<file path="src/rtl/fd_dx_pipe_ctrl.sv">
// F/D and D/X pipeline latches with load-use, multdiv and branch-flush control.
// Provides a PC write enable, inserts NOP bubbles, and keeps saturating stall/flush counters.
module fd_dx_pipe_ctrl #(
  parameter int          CNT_W = 16,
  parameter logic [31:0] NOP   = 32'h0000_0000
) (
  input  logic             clock,
  input  logic             reset_n,
  input  logic [31:0]      if_pc,
  input  logic [31:0]      if_insn,
  input  logic             load_use_hzd,
  input  logic             flush,
  input  logic             md_ready,
  output logic             pc_en,
  output logic [31:0]      fd_pc,
  output logic [31:0]      fd_insn,
  output logic             fd_valid,
  output logic [31:0]      dx_pc,
  output logic [31:0]      dx_insn,
  output logic             dx_valid,
  output logic             md_start,
  output logic [CNT_W-1:0] lu_stall_cnt,
  output logic [CNT_W-1:0] md_stall_cnt,
  output logic [CNT_W-1:0] flush_cnt,
  output logic             dbg_state
);

  typedef enum logic {RUN = 1'b0, MD_WAIT = 1'b1} state_t;

  localparam logic [CNT_W-1:0] CNT_ONE = CNT_W'(1);

  state_t           r_state, w_state_nxt;
  logic [31:0]      r_fd_pc, r_fd_insn, r_dx_pc, r_dx_insn;
  logic             r_fd_valid, r_dx_valid;
  logic [CNT_W-1:0] r_lu_cnt, r_md_cnt, r_fl_cnt;

  logic w_dx_md, w_hzd;
  logic w_pc_en, w_md_start;
  logic w_fd_load, w_fd_clear, w_dx_load, w_dx_bubble;
  logic w_lu_inc, w_md_inc, w_fl_inc;

  assign w_dx_md = r_dx_valid && (r_dx_insn[31:27] == 5'b00000) &&
                   ((r_dx_insn[6:2] == 5'b00110) || (r_dx_insn[6:2] == 5'b00111));
  assign w_hzd   = load_use_hzd && r_fd_valid && r_dx_valid;

  // Multdiv handshake: md_start is a single-cycle request issued from RUN when a
  // mul/div sits in DX; md_ready is the completion strobe and only matters in MD_WAIT.
  always_comb begin
    w_state_nxt = r_state;
    w_pc_en     = 1'b0;
    w_md_start  = 1'b0;
    w_fd_load   = 1'b0;
    w_fd_clear  = 1'b0;
    w_dx_load   = 1'b0;
    w_dx_bubble = 1'b0;
    w_lu_inc    = 1'b0;
    w_md_inc    = 1'b0;
    w_fl_inc    = 1'b0;
    case (r_state)
      RUN: begin
        if (flush) begin
          w_pc_en     = 1'b1;
          w_fd_clear  = 1'b1;
          w_dx_bubble = 1'b1;
          w_fl_inc    = 1'b1;
        end else if (w_dx_md) begin
          w_md_start  = 1'b1;
          w_md_inc    = 1'b1;
          w_state_nxt = MD_WAIT;
        end else if (w_hzd) begin
          w_dx_bubble = 1'b1;
          w_lu_inc    = 1'b1;
        end else begin
          w_pc_en   = 1'b1;
          w_fd_load = 1'b1;
          w_dx_load = 1'b1;
        end
      end
      MD_WAIT: begin
        if (!md_ready) begin
          w_md_inc = 1'b1;
        end else begin
          w_state_nxt = RUN;
          if (w_hzd) begin
            w_dx_bubble = 1'b1;
            w_lu_inc    = 1'b1;
          end else begin
            w_pc_en   = 1'b1;
            w_fd_load = 1'b1;
            w_dx_load = 1'b1;
          end
        end
      end
      default: w_state_nxt = RUN;
    endcase
  end

  always_ff @(posedge clock or negedge reset_n) begin
    if (!reset_n) begin
      r_state    <= RUN;
      r_fd_pc    <= 32'h0;
      r_fd_insn  <= NOP;
      r_fd_valid <= 1'b0;
      r_dx_pc    <= 32'h0;
      r_dx_insn  <= NOP;
      r_dx_valid <= 1'b0;
      r_lu_cnt   <= '0;
      r_md_cnt   <= '0;
      r_fl_cnt   <= '0;
    end else begin
      r_state <= w_state_nxt;
      if (w_fd_clear) begin
        r_fd_pc    <= 32'h0;
        r_fd_insn  <= NOP;
        r_fd_valid <= 1'b0;
      end else if (w_fd_load) begin
        r_fd_pc    <= if_pc;
        r_fd_insn  <= if_insn;
        r_fd_valid <= 1'b1;
      end
      if (w_dx_bubble) begin
        r_dx_pc    <= 32'h0;
        r_dx_insn  <= NOP;
        r_dx_valid <= 1'b0;
      end else if (w_dx_load) begin
        r_dx_pc    <= r_fd_pc;
        r_dx_insn  <= r_fd_insn;
        r_dx_valid <= r_fd_valid;
      end
      if (w_lu_inc && (r_lu_cnt != '1)) r_lu_cnt <= r_lu_cnt + CNT_ONE;
      if (w_md_inc && (r_md_cnt != '1)) r_md_cnt <= r_md_cnt + CNT_ONE;
      if (w_fl_inc && (r_fl_cnt != '1)) r_fl_cnt <= r_fl_cnt + CNT_ONE;
    end
  end

  // The combinational strobes must stay quiet while reset is held.
  assign pc_en        = w_pc_en && reset_n;
  assign md_start     = w_md_start && reset_n;
  assign fd_pc        = r_fd_pc;
  assign fd_insn      = r_fd_insn;
  assign fd_valid     = r_fd_valid;
  assign dx_pc        = r_dx_pc;
  assign dx_insn      = r_dx_insn;
  assign dx_valid     = r_dx_valid;
  assign lu_stall_cnt = r_lu_cnt;
  assign md_stall_cnt = r_md_cnt;
  assign flush_cnt    = r_fl_cnt;
  assign dbg_state    = r_state;

endmodule
</file>
<file path="config.mk">
export PLATFORM = sky130hd
export DESIGN_NAME = fd_dx_pipe_ctrl
export DESIGN_NICKNAME = d
export VERILOG_FILES = /design/src/rtl/fd_dx_pipe_ctrl.sv
export SDC_FILE = /design/constraint.sdc
export NUM_CORES = 1
export LEC_CHECK = 0
export ABC_AREA = 1
export BUFFER_PORTS_ARGS = -buffer_cell sky130_fd_sc_hd__buf_2
export CAP_MARGIN = 10
export CORE_UTILIZATION = 25
export DETAILED_ROUTE_END_ITERATION = 7
export SLEW_MARGIN = 20
export SYNTH_ARGS = -nofsm -noshare
export SYNTH_HDL_FRONTEND = slang
export SYNTH_SLANG_ARGS = --single-unit
</file>
<file path="constraint.sdc">
create_clock -name clock -period 1.45 [get_ports clock]
set_input_delay 0.29 -clock clock [delete_from_list [all_inputs] [get_ports clock]]
set_output_delay 0.29 -clock clock [all_outputs]
set_load 0.005 [all_outputs]
</file>
# Yosys cells after proc, flatten, opt, wreduce, memory -nomap -nowiden
# Index checks and enable logic that the tools add are counted.
dict set report classes {
  n_addsub 3
  mul 0
  div_mod_pow 0
  order_cmp 0
  eq_ne 5
  shift 0
  muxes 33
  bitwise_logic 1
  n_reduce_logical 13
}
# operator n
set op_table {}
lappend op_table {{$mux W32} 8}
lappend op_table {{$add A16 B1 Y16 const B} 3}
lappend op_table {{$ne A16 B16 Y1 const B} 3}
lappend op_table {{$mux W1} 20}
lappend op_table {{$eq A5 B3 Y1 const B} 2}
lappend op_table {{$pmux W1 S2} 5}
lappend op_table {{$logic_and A1 B1 Y1} 9}
lappend op_table {{$logic_not A5 Y1} 1}
lappend op_table {{$reduce_bool A2 Y1} 2}
lappend op_table {{$logic_or A1 B1 Y1} 1}
lappend op_table {{$not A1 Y1} 1}
dict set report word_totals {
  register_bits 179
  latchBits 0
  ram_bits 0
  romBits 0
  inputBits 69
  output_inout_bits 181
  word_cells 65
  mem_count 0
}

# Longest topological paths before layout
dict set report logic_depth {
  depth_word 8
  depth_mapped 11
  ltp_nobuf 9
}

# Worst setup path after synthesis
# No wires, ideal clock.
dict set report synth_timing {
  kind {register to register}
  startpoint {register r_md_cnt[0] (netlist: md_stall_cnt[0])}
  endpoint {register r_md_cnt[6] (netlist: md_stall_cnt[6])}
  t_arrival_ns 1.447
  path_slack_ns -0.114
  path_stages_with_launch 10
  path_cell_list {dfrtp_1 > ha_1 > nand2_1 > nor2_2 > nand3b_2 > nor2_2 > nor2_4 > buf_6 > nand2_1 > nand2_1}
}
dict set report synth_via {
  elab_chain_len 2
}
# item line
set synth_rtl {}
lappend synth_rtl {{start: declaration} 35} ;# logic [CNT_W-1:0] r_lu_cnt, r_md_cnt, r_fl_cnt;
lappend synth_rtl {{start signal: assignment} 131} ;# if (w_md_inc && (r_md_cnt != '1)) r_md_cnt <= r_md_cnt + CNT_ONE;
lappend synth_rtl {{branches (longest 2 deep; another with $add A16 B1 Y16)} n/a}
# Several ways; the timed one is not identified.
# A chain may end at the register's enable or synchronous reset.

# Worst setup path in the final report
dict set report layout_timing {
  startpoint {register r_dx_insn[5] (netlist: dx_insn[5])}
  endpoint {output pc_en}
}
dict set report layout_via {
  elab_chain_len 7
}
# item line
set layout_rtl {}
lappend layout_rtl {{start: declaration} 33} ;# logic [31:0] r_fd_pc, r_fd_insn, r_dx_pc, r_dx_insn;
lappend layout_rtl {{start signal: assignment} 127} ;# r_dx_insn <= r_fd_insn;
lappend layout_rtl {{$eq A5 B3 Y1} 43} ;# ((r_dx_insn[6:2] == 5'b00110) || (r_dx_insn[6:2] == 5'b00111));
lappend layout_rtl {{$logic_or A1 B1 Y1 (*)} 43}
lappend layout_rtl {{$logic_and A1 B1 Y1 (*)} 42} ;# assign w_dx_md = r_dx_valid && (r_dx_insn[31:27] == 5'b00000) &&
lappend layout_rtl {{$mux W1 (*)} 66} ;# end else if (w_dx_md) begin
lappend layout_rtl {{$mux W1 (*)} 61} ;# if (flush) begin
lappend layout_rtl {{$pmux W1 S2 (*)} 59} ;# case (r_state)
lappend layout_rtl {{$logic_and A1 B1 Y1 (*)} 137} ;# assign pc_en = w_pc_en && reset_n;
lappend layout_rtl {{end: declaration} 14} ;# output logic pc_en,
# Mark *: on every way between the ends. The rest lies on a longest branch, timed or not.

==> results by group <==
Status
  • Outcome: complete, but fails checks
  • Failing checks: negative setup slack

Route
  • Via count of the routed design: 8278
  • Remaining DRCs: 0
  • Initial DRC count: 355
  • Pre-antenna DRT Iters: 4
  • Total wire length: 30.73 mm
  • Antenna-violating nets left: 0
  • Drt wl/cell: 16.65 um
  • Post-DR vias/cell: 4.484

Floorplan
  • Die W: 183.4 um
  • Core area: 32450 um^2
  • Initial Utilization: 0.2534
  • Cell Rows: 66
  • Ports: 250
  • DIE AREA: 33630 um^2
  • Die Ht: 183.4 um

Yosys
  • Area leader, netlist: dfrtp_1
  • Flops & latches, synth: 179
  • Area contributors post-synth: dfrtp_1 (54%), nand2_1 (23%), nand4_1 (5.6%)
  • Synth warnings: 0
  • Synth unique cells: 30
  • Syn Nets: 1062
  • Post-synthesis cell count: 990
  • Syn_area_per_cell: 8.307 um^2
  • Sequential cell area fraction in the yosys report: 0.5447
  • Post-synth top area share: 0.5447
  • Mapped Area: 8224 um^2

Finish
  • Nets: 1459
  • Most frequent cells in the layout: nand2_1 (395), buf_2 (231), dfrtp_1 (174)
  • Proportion of layout cells with a drive suffix above 1: 0.4471
  • Layout fillers: 3208
  • Commonest non-fill, non-tap cell in the layout: nand2_1
  • Finished Layout Cells: 1846
  • Final design utilization: 0.4139
  • Multi-input logic area: 4066 um^2
  • Sequential cell area: 4486 um^2
  • Area growth syn-to-layout: 63.35%

Hold path
  • Worst hold path class: in -> async

Timing
  • Skew final: 13.82 ps
  • FMAX: 513.7 MHz
  • Worst slew pin tran: 833.9 ps
  • RSZ-0062 raised after global routing: true
  • Tmin final: 1947 ps
  • Setup violations, final: 181
  • Final Max Tran Viols: 0
  • Period utilization: 1.343
  • Rel. slew slack: 0.4422
  • Final hold violations: 0
  • Final WS setup: -496.7 ps

Power
  • Leak: 7.277 nW
  • Power Density: 951.7 nW/um^2
  • Peak VDD IR: 830.8 uV

Clocking
  • H-tree depth: 4
  • Clock sinks: 179
  • Root buf cell: clkbuf_16
  • Clk_lat worst skew: 450 ps
  • CTS tree: built
  • Total CTS buffers: 17
  • Reg clk slew, reported paths: 70 ps
  • Max clock buf depth: 2

Place
  • Cell total after placement: 1746
  • Hpwl dp: 18.42 mm
  • Number of port buffers: 249
  • Final GP Congestion: 0.8539

Global route
  • Gr ovfl total: 0
  • Largest net degree at the start of global routing: 73
  • Antenna violations before repair: 5
  • Vias in the first global route: 7892
  • First-pass GRT wire length: 45.47 mm
  • GR Util All Layers: 0.1778

Worst setup path
  • Critical path peak fanout: 2
  • Arrival time worst endpoint: 1660 ps
  • CP Capture Type: output port
  • Critical path data required time: 1160 ps
  • Startpoint types: flop
  • Critical path type: reg -> out

Run
  • Maxcap violations: 0
==> flip-flops by register name, summed over array words and instances (netlist names) <==
name          cells
dx_insn          32
dx_pc            32
fd_insn          32
fd_pc            32
flush_cnt        16
lu_stall_cnt     16
md_stall_cnt     16
dbg_state         1
dx_valid          1
fd_valid          1
==> kinds of logic after synthesis <==
family,Yosys count,synth area share
AO/OA/AOI/OAI,15,0.01095
XOR/XNOR,31,0.03301
adder cells (fa/ha/maj),3,0.004565
buffers and inverters,84,0.05660
flip-flops,179,0.5447
AND/OR/NAND/NOR,678,0.3502
==> timing repair <==
| item | 4_1_cts | 5_1_grt |
|---|---|---|
| endpoints found under the hold margin | 17 | 0 |
| hold buffers | 1 | 0 |
| cloned | 20 | 10 |
| gates resized for setup | 76 | 215 |
| endpoints found under the setup margin | 189 | 207 |
| pin swaps | 7 | 92 |
| setup buffers | 11 | 30 |
==> layout make-up <==
type,instances,share of cell area
sequential,179,0.3339
multi-input combinational,730,0.3027
timing repair buffer,424,0.2665
tap,442,0.04117
clock buffer,19,0.03372
inverter,35,0.01090
clock inverter,13,0.01043
antenna,4,0.0007451
==> routing by layer <==
| layer | part of all wire | up-vias | wire, um | track usage |
|---|---|---|---|---|
| li1 | - | 3975 | - | - |
| met1 | 0.43 | 4030 | 13210 | 0.2243 |
| met2 | 0.50 | 240 | 15350 | 0.2923 |
| met3 | 0.053 | 31 | 1628 | 0.04925 |
| met4 | 0.017 | 2 | 524 | 0.05900 |
| met5 | 0.00055 | - | 17 | 0 |
==> path summary, 6_finish.rpt <==
kind / startpoint / end / slack [ps] / cells past startpoint
hold / removal: reset_n / md_stall_cnt[15] / 20 / 3
setup / recovery: dx_insn[5] / pc_en / -500 / 8
setup reg to reg: dx_insn[5] / dx_pc[10] / -380 / 11
max in group asynchronous: reset_n / dx_insn[13] / 240 / 3
hold reg to reg: dx_insn[20] / dx_insn[20] / 470 / 2
min in group clock: if_insn[10] / fd_insn[10] / 40 / 3
==> cells in the mapped netlist, drive strengths merged <==
cell type,count
nand2,504
clkbuf,6
dfrtp,179
or2,1
buf,43
ha,3
nor3,10
nand3b,2
xor2,14
nand3,42
a31oi,3
nand4,74
o21ai,12
inv,35
nor2,45
xnor2,17
==> critical path, cell delays in order (launching register included) <==
cell and delay, ps:
dfrtp_1 390, nor3_2 210, buf_4 170, nand2_4 70, nand3_2 80, nand2_2 50
inv_2 80, nor2_4 40, buf_6 120
==> metrics by stage <==
stage | power [mW] | setup WS (ps) | hold slack, ps | setup TNS (ps) | cell area [um^2]
2_1_floorplan | 6.256 | -33.90 | -5.591 | -276.5 | 8298
3_3_place_gp | 7.257 | -292.4 | 327.1 | -34610 | 10820
3_5_place_dp | 7.292 | -254.8 | 331.9 | -32320 | 10820
4_1_cts | 12.45 | -566.5 | 10.97 | -44700 | 12370
5_1_grt | 13.36 | -600.0 | 23.67 | -66520 | 13430
6_report | 12.78 | -496.7 | 19.48 | -49620 | 13430
==> power by group <==
group	internal [mW]	switching, mW
Sequential	5.30	0.283
Clock	2.53	2.25
Combinational	1.28	1.14
Total	9.11	3.67
Power figures use the tool's default switching activity.
